==> src/rtl/imem_fetch_ctrl.sv <==
// Instruction fetch sequencer: owns the PC, reads a combinational imem and
// buffers one fetched word for decode behind a valid/ready handshake.
module imem_fetch_ctrl #(
    parameter int ADDR_W   = 8,
    parameter int INSTR_W  = 8,
    parameter int PROG_LEN = 11,
    parameter int RESET_PC = 0
) (
    input  logic               clk,
    input  logic               clear,
    input  logic               run,
    output logic [ADDR_W-1:0]  imem_addr,
    input  logic [INSTR_W-1:0] imem_instr,
    output logic               out_valid,
    input  logic               out_ready,
    output logic [INSTR_W-1:0] out_instr,
    output logic [ADDR_W-1:0]  out_pc,
    input  logic               redirect_valid,
    input  logic [ADDR_W-1:0]  redirect_pc,
    output logic               halted,
    output logic [7:0]         fetch_count
);

    // One extra bit so PROG_LEN = 2^ADDR_W is representable and never reached.
    localparam logic [ADDR_W:0]   PROG_END = (ADDR_W+1)'(PROG_LEN);
    localparam logic [ADDR_W-1:0] START_PC = ADDR_W'(RESET_PC);

    typedef enum logic [1:0] {IDLE, RUN, DRAIN, DONE} state_t;

    state_t            state, state_nxt;
    logic [ADDR_W-1:0] pc, pc_nxt;
    logic              vld_nxt;
    logic              load;
    logic              accept;
    logic              in_range;

    function automatic logic [7:0] sat_inc(input logic [7:0] v);
        return (v == 8'hFF) ? v : v + 8'd1;
    endfunction

    assign accept    = out_valid & out_ready;
    assign in_range  = {1'b0, pc} < PROG_END;
    assign imem_addr = pc;
    assign halted    = (state == DONE);

    always_comb begin
        state_nxt = state;
        pc_nxt    = pc;
        vld_nxt   = out_valid;
        load      = 1'b0;
        case (state)
            IDLE: begin
                vld_nxt = 1'b0;
                if (run) begin
                    state_nxt = RUN;
                    pc_nxt    = START_PC;
                end
            end
            RUN: begin
                if (redirect_valid) begin
                    vld_nxt = 1'b0;
                    pc_nxt  = redirect_pc;
                end else if (!in_range) begin
                    state_nxt = DRAIN;
                    if (accept) vld_nxt = 1'b0;
                end else if (!out_valid || out_ready) begin
                    load    = 1'b1;
                    vld_nxt = 1'b1;
                    pc_nxt  = pc + ADDR_W'(1);
                end
            end
            DRAIN: begin
                // A redirect may pull us back into the program even while draining.
                if (redirect_valid) begin
                    state_nxt = RUN;
                    vld_nxt   = 1'b0;
                    pc_nxt    = redirect_pc;
                end else if (!out_valid || out_ready) begin
                    state_nxt = DONE;
                    vld_nxt   = 1'b0;
                end
            end
            DONE: begin
                vld_nxt = 1'b0;
            end
            default: begin
                state_nxt = IDLE;
                vld_nxt   = 1'b0;
            end
        endcase
    end

    always_ff @(posedge clk) begin
        if (clear) begin
            state       <= IDLE;
            pc          <= START_PC;
            out_valid   <= 1'b0;
            out_instr   <= '0;
            out_pc      <= '0;
            fetch_count <= 8'd0;
        end else begin
            state     <= state_nxt;
            pc        <= pc_nxt;
            out_valid <= vld_nxt;
            if (load) begin
                out_instr <= imem_instr;
                out_pc    <= pc;
            end
            // A handshake in a redirect cycle still counts as delivered.
            if (accept) fetch_count <= sat_inc(fetch_count);
        end
    end

endmodule
==> config.mk <==
export PLATFORM = sky130hd
export DESIGN_NAME = imem_fetch_ctrl
export DESIGN_NICKNAME = d
export VERILOG_FILES = /design/src/rtl/imem_fetch_ctrl.sv
export SDC_FILE = /design/constraint.sdc
export NUM_CORES = 1
export LEC_CHECK = 0
export CAP_MARGIN = 10
export CORE_MARGIN = 5
export CORE_UTILIZATION = 30
export CTS_CLUSTER_SIZE = 12
export DETAILED_ROUTE_END_ITERATION = 8
export GPL_TIMING_DRIVEN = 0
export PLACE_DENSITY_LB_ADDON = 0.08
export REMOVE_ABC_BUFFERS = 1
export SYNTH_ARGS = -nofsm -noshare
export SYNTH_HDL_FRONTEND = slang
export SYNTH_SLANG_ARGS = --single-unit
==> constraint.sdc <==
create_clock -name clk -period 1.9 [get_ports clk]
set_clock_uncertainty 0.1 [all_clocks]
set_input_delay 0.285 -clock clk [delete_from_list [all_inputs] [get_ports clk]]
set_output_delay 0.285 -clock clk [all_outputs]
set_load 0.01 [all_outputs]
==> qor.txt <==
largest family of logic cells by synthesized area = simple AND/OR/NAND/NOR gates
min-delay worst type = flip-flop to flip-flop
filler instances = 541
pwr/cell area = 801.5 nW/um^2
number of diodes = 0
setup TNS = -0.2919 ns
MaxCap Viol Count = 0
final hold violations = 0
CTS Sinks = 35
Gate power share = 34.5%
Slowest-stage cell, CP = or4b_1
Synth area leader = dfxtp_1
P_leak = 0.9003 nW
Synth Cell Area = 1733 um^2
# port buffers = 54
Final WS setup = -0.08145 ns
Tcrit/Tclk final = 104.3%
TritonCTS Buffers = 5
power share of the clock group = 26.3%
post-synthesis mux area share = 2.455%
RSZ-0062 raised after global routing = true
die width = 86 um
area grow syn2layout = 50.18%
Synthesis Warnings = 0
Mean Syn Cell Area = 8.708 um^2
hold path depth = 2
clk buf depth = 2
cells on worst reg2reg path = 7
layout cells sized above 1 = 17.31%
CTS root buf = clkbuf_8
max incr delay on CP = 0.49 ns
Crit path arrival time = 2.09 ns
status = finished, violations left
Primary FF master, synth = dfxtp_1
DRT Wirelength = 4732 um
number of global-route vias before repair = 1596
Slew Limit Fails = 0
1st-iter DRT viols = 49
latest clock arrival within the worst-skew pair = 0.29 ns
global-route wire length before repair = 7810 um
setup violators final = 5
Seq cells post-synth = 35
Mapped Cells = 199
initial antenna violation count = 0
GP Congestion = 0.7512
total die area = 7396 um^2
Synth area leaders = dfxtp_1 (40%), nand2_1 (7.6%), a21oi_1 (5.8%)
crit-path cells = inv_4, buf_12, ha_4, nor3_4, or3_4, or4b_1, a21oi_1
final instance area = 2603 um^2
grt total ovfl = 0
clock-pin slew on the worst setup and hold paths = 0.07 ns
Final Core Density = 46.69%
# hold bufs at CTS = 0
violated checks = negative setup slack
switching share of power = 31.37%
asr flop ratio synth = 0%
most common cell after layout, fill and taps aside = clkdlybuf4s50_1
Starting Density = 31.09%
Post-synth EDFFs = 0
worst slack, placed = -0.9305 ns
Max VDD drop = 0.5916 mV
fraction of synthesized cell area in xor and xnor cells = 2.527%
crit-path max FO = 8
Core Rows = 27
sequential-to-total area share from yosys stat = 40.43%
IO Pins = 55
most frequent cells in the layout = clkdlybuf4s50_1 (53), nand2_1 (35), dfxtp_1 (31)
Distinct cells, synth = 49
largest net degree at the start of global routing = 30
adder-cell area share of the yosys netlist = 5.054%
Placed Area = 2311 um^2
antenna-violating nets left = 0
Synth top area share = 40.43%
core area = 5574 um^2
Crit path required time = 2.01 ns
overall power = 2.086 mW
fin nets = 288
P_int = 1.431 mW
Tot GR Track Use = 13.04%
First-pass DRT Iterations = 4
P_sw = 0.6544 mW
worst relative slew slack = 59.64%
Simple-Gate Fraction of Synth Area = 25.70%
Period minus WS final = 1.981 ns
vias per inst = 4.991
crit start category = flip-flop
Compound-Gate Fraction of Synth Area = 20.14%
Reg power frac = 39.2%
DP HPWL = 3210 um
routed length per instance = 14.25 um
critical path endpoint category = flip-flop
CTS H-tree depth = 2
Crit Path Category = flip-flop to flip-flop
Fmax = 504.7 MHz
vias = 1657
Worst Tran Pin Value = 0.6054 ns
CTS tree = built
DRC errors left = 0
height of the die = 86 um
through the flow:
step	hold slack, ns	instances
6_report	0.3526	332
5_1_grt	0.3734	332
4_1_cts	0.3552	331
3_5_place_dp	0.3457	316
3_3_place_gp	0.3410	316
2_1_floorplan	0.2541	190
state kept, by name, summed over array words and instances (netlist names):
name	count
fetch_count	8
imem_addr	8
out_instr	8
out_pc	8
state	2
out_valid	1
cell usage after synthesis, types with 2 or more instances:
cell	number
dfxtp_1	35
nand2_1	35
a21oi_1	20
nand3_1	8
ha_1	7
nor2_1	7
o211ai_1	6
o21ai_0	6
nor2b_1	5
a22oi_1	4
and3_1	4
clkbuf_1	4
o31ai_1	4
inv_1	3
nor3_1	3
or4b_1	3
xor2_1	3
a32o_1	2
buf_2	2
mux2_2	2
mux2i_1	2
nand2b_1	2
nand4_1	2
nor4_1	2
or3_1	2
or4_1	2
xnor2_1	2
final timing paths:
kind	startpoint	end	slack (ns)
max	state[1]	imem_addr[2]	-0.08
min	out_pc[1]	out_pc[1]	0.35
max reg2reg	state[1]	imem_addr[2]	-0.08
min reg2reg	out_pc[1]	out_pc[1]	0.35
critical path: cells and delay by family (launching register included):
kind	cells	cell delay, ns
flip-flops	1	0.37
adder cells (fa/ha/maj)	1	0.16
AND/OR/NAND/NOR	3	0.96
buffers and inverters	2	0.18
AO/OA/AOI/OAI	1	0.13
kinds of logic (layout without fill, tap and decap cells):
group                      after synthesis  count (layout)
xor gates and xnor gates                 5               5
and+or+nand+nor                         83              83
AOI/OAI and AO/OA                       53              53
adders and majority gates                7               7
DFF                                     35              35
buffers and inverters                   12              73
muxes                                    4               4
repair_timing:
| item | CTS | global route |
|---|---|---|
| gates resized for setup | 29 | 6 |
| pin swaps | 12 | 7 |
| gates cloned | 0 | 0 |
| hold endpoints to repair | 0 | 0 |
| buffers inserted | 8 | 1 |
| endpoints found under the setup margin | 26 | 25 |
per-layer routing:
metal  track usage [%]  up-vias  routed length, um
li1                  -      845                  -
met1             16.46      763               2205
met2             21.23       44               2175
met3             3.746        5                292
met4             4.317        0                 59
met5                 0        -                  0
cell type report:
class	count	area [um^2]	area share (%)
tap	72	90.09	3.462
inverter	3	13.76	0.5288
clock buffer	6	82.58	3.173
multi-input combinational	152	1081	41.54
clock inverter	1	5.005	0.1923
sequential	35	708.2	27.21
timing repair buffer	63	621.8	23.89
power groups by stage:
| stage | logic (mW) | clock network [mW] | registers, mW |
|---|---|---|---|
| after floorplan | 0.305 | 0 | 0.840 |
| after global placement | 0.531 | 0 | 0.833 |
| after detailed placement | 0.528 | 0 | 0.832 |
| after CTS | 0.690 | 0.570 | 0.817 |
| after global routing | 0.785 | 0.592 | 0.825 |
| final | 0.719 | 0.548 | 0.819 |
(Power assumes the default switching activity.)
